==> src/rtl/pwm_peripheral.sv <==
// 16-pin PWM/static output stage driven by SPI control registers; one shared prescaled 8-bit PWM.
// Define PWM_DUTY_SHADOW_EN to latch the duty cycle only at period start (glitch-free updates).
module pwm_peripheral #(
    parameter int unsigned CLK_DIV = 13,
    parameter int unsigned DIV_W   = 8
) (
    input  logic        clk,
    input  logic        rst_n,
    input  logic [7:0]  en_reg_out_7_0,
    input  logic [7:0]  en_reg_out_15_8,
    input  logic [7:0]  en_reg_pwm_7_0,
    input  logic [7:0]  en_reg_pwm_15_8,
    input  logic [7:0]  pwm_duty_cycle,
    output logic [15:0] pwm_out,
    output logic        period_start
);

    if (CLK_DIV < 1 || (64'd1 << DIV_W) < 64'(CLK_DIV)) begin : g_bad_param
        $error("pwm_peripheral: CLK_DIV must be >= 1 and fit in DIV_W bits");
    end

    localparam logic [DIV_W-1:0] DIV_LAST = DIV_W'(CLK_DIV - 1);

    logic [DIV_W-1:0] div_cnt_q, div_cnt_d;
    logic [7:0]       pwm_cnt_q, pwm_cnt_d;
    logic [15:0]      pwm_out_q, pwm_out_d;
    logic             period_start_q, period_start_d;
    logic             tick;
    logic             wrap;
    logic [7:0]       duty_eff;
    logic             pwm_level;
    logic [15:0]      en_out;
    logic [15:0]      en_pwm;

    always_comb begin
        tick           = (div_cnt_q == DIV_LAST);
        wrap           = tick & (pwm_cnt_q == 8'hFF);
        div_cnt_d      = tick ? '0 : div_cnt_q + DIV_W'(1);
        pwm_cnt_d      = tick ? pwm_cnt_q + 8'd1 : pwm_cnt_q;
        period_start_d = wrap;
    end

`ifdef PWM_DUTY_SHADOW_EN
    logic [7:0] duty_eff_q, duty_eff_d;

    // Loaded on the same edge pwm_cnt wraps to 0, so each period uses one duty value.
    always_comb begin
        duty_eff_d = wrap ? pwm_duty_cycle : duty_eff_q;
        duty_eff   = duty_eff_q;
    end

    always_ff @(posedge clk or negedge rst_n) begin
        if (!rst_n) begin
            duty_eff_q <= '0;
        end else begin
            duty_eff_q <= duty_eff_d;
        end
    end
`else
    always_comb begin
        duty_eff = pwm_duty_cycle;
    end
`endif

    // Full-scale duty is forced high so 0xFF never drops for the last count step.
    always_comb begin
        pwm_level = (duty_eff == 8'hFF) | (pwm_cnt_q < duty_eff);
        en_out    = {en_reg_out_15_8, en_reg_out_7_0};
        en_pwm    = {en_reg_pwm_15_8, en_reg_pwm_7_0};
        pwm_out_d = en_out & (~en_pwm | {16{pwm_level}});
    end

    always_ff @(posedge clk or negedge rst_n) begin
        if (!rst_n) begin
            div_cnt_q      <= '0;
            pwm_cnt_q      <= '0;
            pwm_out_q      <= '0;
            period_start_q <= 1'b0;
        end else begin
            div_cnt_q      <= div_cnt_d;
            pwm_cnt_q      <= pwm_cnt_d;
            pwm_out_q      <= pwm_out_d;
            period_start_q <= period_start_d;
        end
    end

    assign pwm_out      = pwm_out_q;
    assign period_start = period_start_q;

endmodule

==> config.mk <==
export PLATFORM = sky130hd
export DESIGN_NAME = pwm_peripheral
export DESIGN_NICKNAME = d
export VERILOG_FILES = /design/src/rtl/pwm_peripheral.sv
export SDC_FILE = /design/constraint.sdc
export NUM_CORES = 1
export LEC_CHECK = 0
export BUFFER_PORTS_ARGS = -buffer_cell sky130_fd_sc_hd__buf_2
export CAP_MARGIN = 20
export CORE_UTILIZATION = 45
export CTS_BUF_LIST = sky130_fd_sc_hd__clkbuf_8
export CTS_CLUSTER_SIZE = 14
export DETAILED_ROUTE_END_ITERATION = 10
export GPL_ROUTABILITY_DRIVEN = 0
export PLACE_DENSITY_LB_ADDON = 0.08
export RECOVER_POWER = 100
export SLEW_MARGIN = 10
export SYNTH_ARGS = -nofsm -noshare
export SYNTH_HDL_FRONTEND = slang
export SYNTH_SLANG_ARGS = --single-unit
==> constraint.sdc <==
create_clock -name clk -period 2.35 [get_ports clk]
set_input_delay 0.1175 -clock clk [delete_from_list [all_inputs] [get_ports clk]]
set_output_delay 0.1175 -clock clk [all_outputs]
set_load 0.01 [all_outputs]
# Word level (Yosys, flattened, before mapping)

Index checks and enable logic that the tools add are counted.

Register bits: 33

Magnitude comparators: 1
Bitwise logic cells: 5
Eq/ne operators: 3
Multiplexer cells: 1
$add $sub $neg: 2

Operator list:

| cell                  | count |
|---|---|
| $add A8 B1 Y8 const B | 2 |
| $and A16 B16 Y16      | 1 |
| $eq A8 B8 Y1 const B  | 2 |
| $not A16 Y16          | 1 |
| $or A16 B16 Y16       | 1 |
| $eq A8 B4 Y1 const B  | 1 |
| $lt A8 B8 Y1          | 1 |
| $mux W8               | 1 |
| $and A1 B1 Y1         | 1 |
| $or A1 B1 Y1          | 1 |

# Longest topological paths before layout

Depth after elaboration: 4
Depth in mapped cells: 7
Gate-level depth less buffers: 6

# Least setup slack after synthesis

Ideal clock, no wire load.

Path type: register to register
From: register pwm_cnt_q[6]
To: register pwm_out_q[10] (netlist: pwm_out[10])
Data required time: 2.228 ns
Clock period less this slack: 1.732 ns
Arrival: 1.610 ns
Stages on the path, launching flop included: 7
Path buffers: 1
Path slack: 0.618 ns
Cells stage by stage: dfrtp_1 ha_1 and4_2 o21ai_2 o32ai_2 buf_6 a21boi_2

Word-level cells in the longest chain between the ends: 4

RTL lines:

| what                   | RTL line | text |
|---|---|---|
| start, declared        | 25       | `logic [7:0] pwm_cnt_q, pwm_cnt_d;` |
| start signal, assigned | 81       | `pwm_cnt_q <= pwm_cnt_d;` |
| $lt A8 B8 Y1           | 67       | `pwm_level = (duty_eff == 8'hFF) \| (pwm_cnt_q < duty_eff);` |
| $or A1 B1 Y1           | 67       |  |
| $or A16 B16 Y16        | 70       | `pwm_out_d = en_out & (~en_pwm \| {16{pwm_level}});` |
| $and A16 B16 Y16       | 70       |  |
| via pwm_out_d[10]      | 26       | `logic [15:0] pwm_out_q, pwm_out_d;` |
| end signal, assigned   | 82       | `pwm_out_q <= pwm_out_d;` |
| end, declared          | 26       |  |

The timed path passes the listed nets, and every way through them passes these cells.
A chain may end at the register's enable or synchronous reset.

# Worst setup path in the final report

From: register pwm_cnt_q[7]
To: register pwm_out_q[7] (netlist: pwm_out[7])

Same word-level chain as after synthesis.

==> key figures <==
Status
  • Status: finished clean

STA
  • Max_slew headroom: 0.5299
  • Final Worst Setup Slack: 0.4255 ns
  • Fmax: 519.6 MHz
  • Worst-margin pin slew: about 0.71 ns
  • Final Cycle Share: 0.8189
  • Setup violations, final: 0
  • RSZ-0062 raised after global routing: false
  • Setup TNS: 0 ns
  • Slew Viols, Final: 0
  • Post-layout min period: 1.924 ns
  • Clock Skew: 0.003131 ns
  • Fin. Hold Viols: 0

Clocking
  • Number of CTS-inserted buffers: 5
  • Clk slew on worst S/H paths: 0.06 ns
  • Clk buf depth: 2
  • CTS tree: built
  • CTS Sinks: 33
  • Max H-tree Level: 2
  • Worst-Skew Late Latency: roughly 0.28 ns
  • Postcts setup bufs: 0
  • Root Driver: clkbuf_8

Worst setup path
  • CP Launch Type: flop
  • Critical Path AT: 2.07 ns
  • Required time of the worst setup path: 2.50 ns
  • Crit-path max FO: 16
  • Setup Crit Path Kind: flop to flop
  • Reg2Reg Launch Point: pwm_cnt_q[7]
  • Critical path endpoint category: flop
  • RR Endpoint: pwm_out[7]
  • Flop2flop setup slack: 0.43 ns
  • Worst r2r path cells: 6

Placement
  • Placed cell area: 1897 sq um
  • # port buffers: 58
  • Pre-CTS setup slack: 0.5416 ns
  • DPL Wire Length: 2266 microns

Floorplanning
  • Starting Density: 0.4676
  • Die ar.: ~3700 sq um
  • I/O pin count: 59
  • Number of cell rows: 21
  • Die width: 60.89 microns
  • Core area: 3337 sq um
  • Die Y: 60.89 microns

Hold path
  • Hold Path Stages: 2
  • Min-Delay Path Class: primary input to flop
  • Hold Path End: pwm_out[2]
  • Critical hold path startpoint: en_reg_pwm_7_0[2]

Routing
  • Wire length per cell: 12.34 microns
  • Post-DRT Antenna Nets: 0
  • DR vias/cell: 4.891
  • Vias: 1208
  • DRT iter0 DRCs: 28
  • Drt first pass iters: 4
  • Detailed-route DRC error count: 0
  • Wirelength, routed: 3049 microns

Synthesis
  • Top post-synthesis cells by area: dfrtp_1, ha_1, a21boi_2, xnor2_1, nand4_1
  • Register area share after synthesis: 0.5293
  • Syn avg cell area: 12.58 sq um
  • Post-Synthesis Cells: 124
  • FF+latch count, synth: 33
  • Total nets after synthesis: 176
  • Synth Cell Area: between 1500 and 2000 sq um
  • Area leader, netlist: dfrtp_1
  • Synth top area share: 0.5293
  • Number of distinct library cells after synthesis: 28
  • Synth warn: 0

Finish
  • Antenna diode count: 0
  • Design Area, Final: 2051 sq um
  • Area Growth Syn to Fin: 31.44%
  • Multi-input logic area: 639.4 sq um
  • Commonest non-fill, non-tap cell in the layout: buf_2
  • Share of layout cells above drive strength 1: 0.2786
  • Most frequent cells in the layout: buf_2, dfrtp_1, clkbuf_1
  • Post-layout net count: 253
  • Filler instances: 290
  • Storage cell area: 825.8 sq um

Power and ir drop
  • Leak: 0.9781 nW
  • Maximum vdd drop: 0.5370 mV
  • Cell Pwr Density: 548.7 nW/um^2

Global route
  • GR Overflow Total: 0
  • First-pass GRT wire length: 5064 microns
  • Global Route Usage Sum: 0.1997
  • Largest net degree at the start of global routing: 34
  • Vias in the first global route: 1172
  • Antenna violations before repair: 0

Run
  • Maxcap violations: 0
==> state kept, by name, indices dropped and copies added (netlist names) <==
| register | count |
|---|---|
| div_cnt_q | 8 |
| period_start | 1 |
| pwm_cnt_q | 8 |
| pwm_out | 16 |
==> worst max-delay path by stage <==
stage	from	slack, ns	end
floorplan	pwm_cnt_q[6]	0.62	pwm_out[10]
global placement	pwm_cnt_q[6]	0.59	pwm_out[4]
detailed placement	pwm_cnt_q[6]	0.54	pwm_out[3]
CTS	pwm_cnt_q[6]	0.52	pwm_out[4]
global route	pwm_cnt_q[7]	0.29	pwm_out[5]
finish	pwm_cnt_q[7]	0.43	pwm_out[7]
==> through the flow <==
stage / util / power, W / hold slack (ns) / instances
after floorplan: - / 0.0006313 / -0.1781 / 124
after global placement: 0.5684 / 0.0006925 / 0.2058 / 227
after detailed placement: 0.5684 / 0.0006963 / 0.2138 / 227
after CTS: 0.6344 / 0.001149 / 0.001700 / 247
after global routing: 0.6145 / 0.001178 / 0.007820 / 247
final: 0.6145 / 0.001125 / 0.01072 / 247
==> where the power goes <==
part	internal (W)	switching, W
clock	0.000231	0.000204
sequential	0.000582	0.00000340
combinational	0.0000576	0.0000473
==> metal layers <==
layer	routed length [microns]	GRT usage	up-vias
met5	0	0	-
met2	1607	0.3265	37
met4	77	0.1104	0
met3	192	0.08742	6
met1	1171	0.2180	580
li1	-	-	585
==> cells in the mapped netlist (all sizes together) <==
| cell | number |
|---|---|
| a2111oi | 1 |
| a21boi | 16 |
| a21o | 1 |
| a21oi | 1 |
| a41o | 1 |
| and2 | 1 |
| and3 | 3 |
| and4 | 2 |
| and4b | 1 |
| buf | 2 |
| dfrtp | 33 |
| ha | 10 |
| inv | 9 |
| mux2 | 1 |
| nand2 | 3 |
| nand2b | 1 |
| nand3 | 3 |
| nand4 | 9 |
| nor2 | 9 |
| nor3 | 1 |
| o21a | 1 |
| o21ai | 1 |
| o32ai | 1 |
| xnor2 | 10 |
| xor2 | 3 |
==> kinds of logic (layout without fill, tap and decap cells) <==
group	count (synthesis)	after routing	synth area share
flip-flops	33	33	0.5293
adder cells (fa/ha/maj)	10	10	0.08019
AND/OR/NAND/NOR	33	33	0.1219
AO/OA/AOI/OAI	23	23	0.1548
multiplexers	1	1	0.007217
XOR/XNOR	13	13	0.07298
buffers and inverters	11	88	0.03368
==> layout make-up <==
class	count	area share
Clock buffer	6	0.04027
Clock inverter	1	0.003661
Inverter	9	0.01647
Multi-Input combinational cell	80	0.3118
Sequential cell	33	0.4027
Tap cell	46	0.02807
Timing Repair Buffer	72	0.1971
==> worst max-delay path, stage by stage (launching register included) <==
cell and delay (ns):
dfrtp_1 0.41, ha_1 0.33, and4_2 0.22, o21ai_0 0.08, o32ai_1 0.27, clkbuf_2 0.32, a21boi_0 0.15
==> repair_timing <==
action                                  4_1_cts  5_1_grt
resized for setup                             0        0
hold buffers                                 13        0
endpoints found under the setup margin        0        0
hold endpoints to repair                     45        0
(Power assumes the default switching activity.)
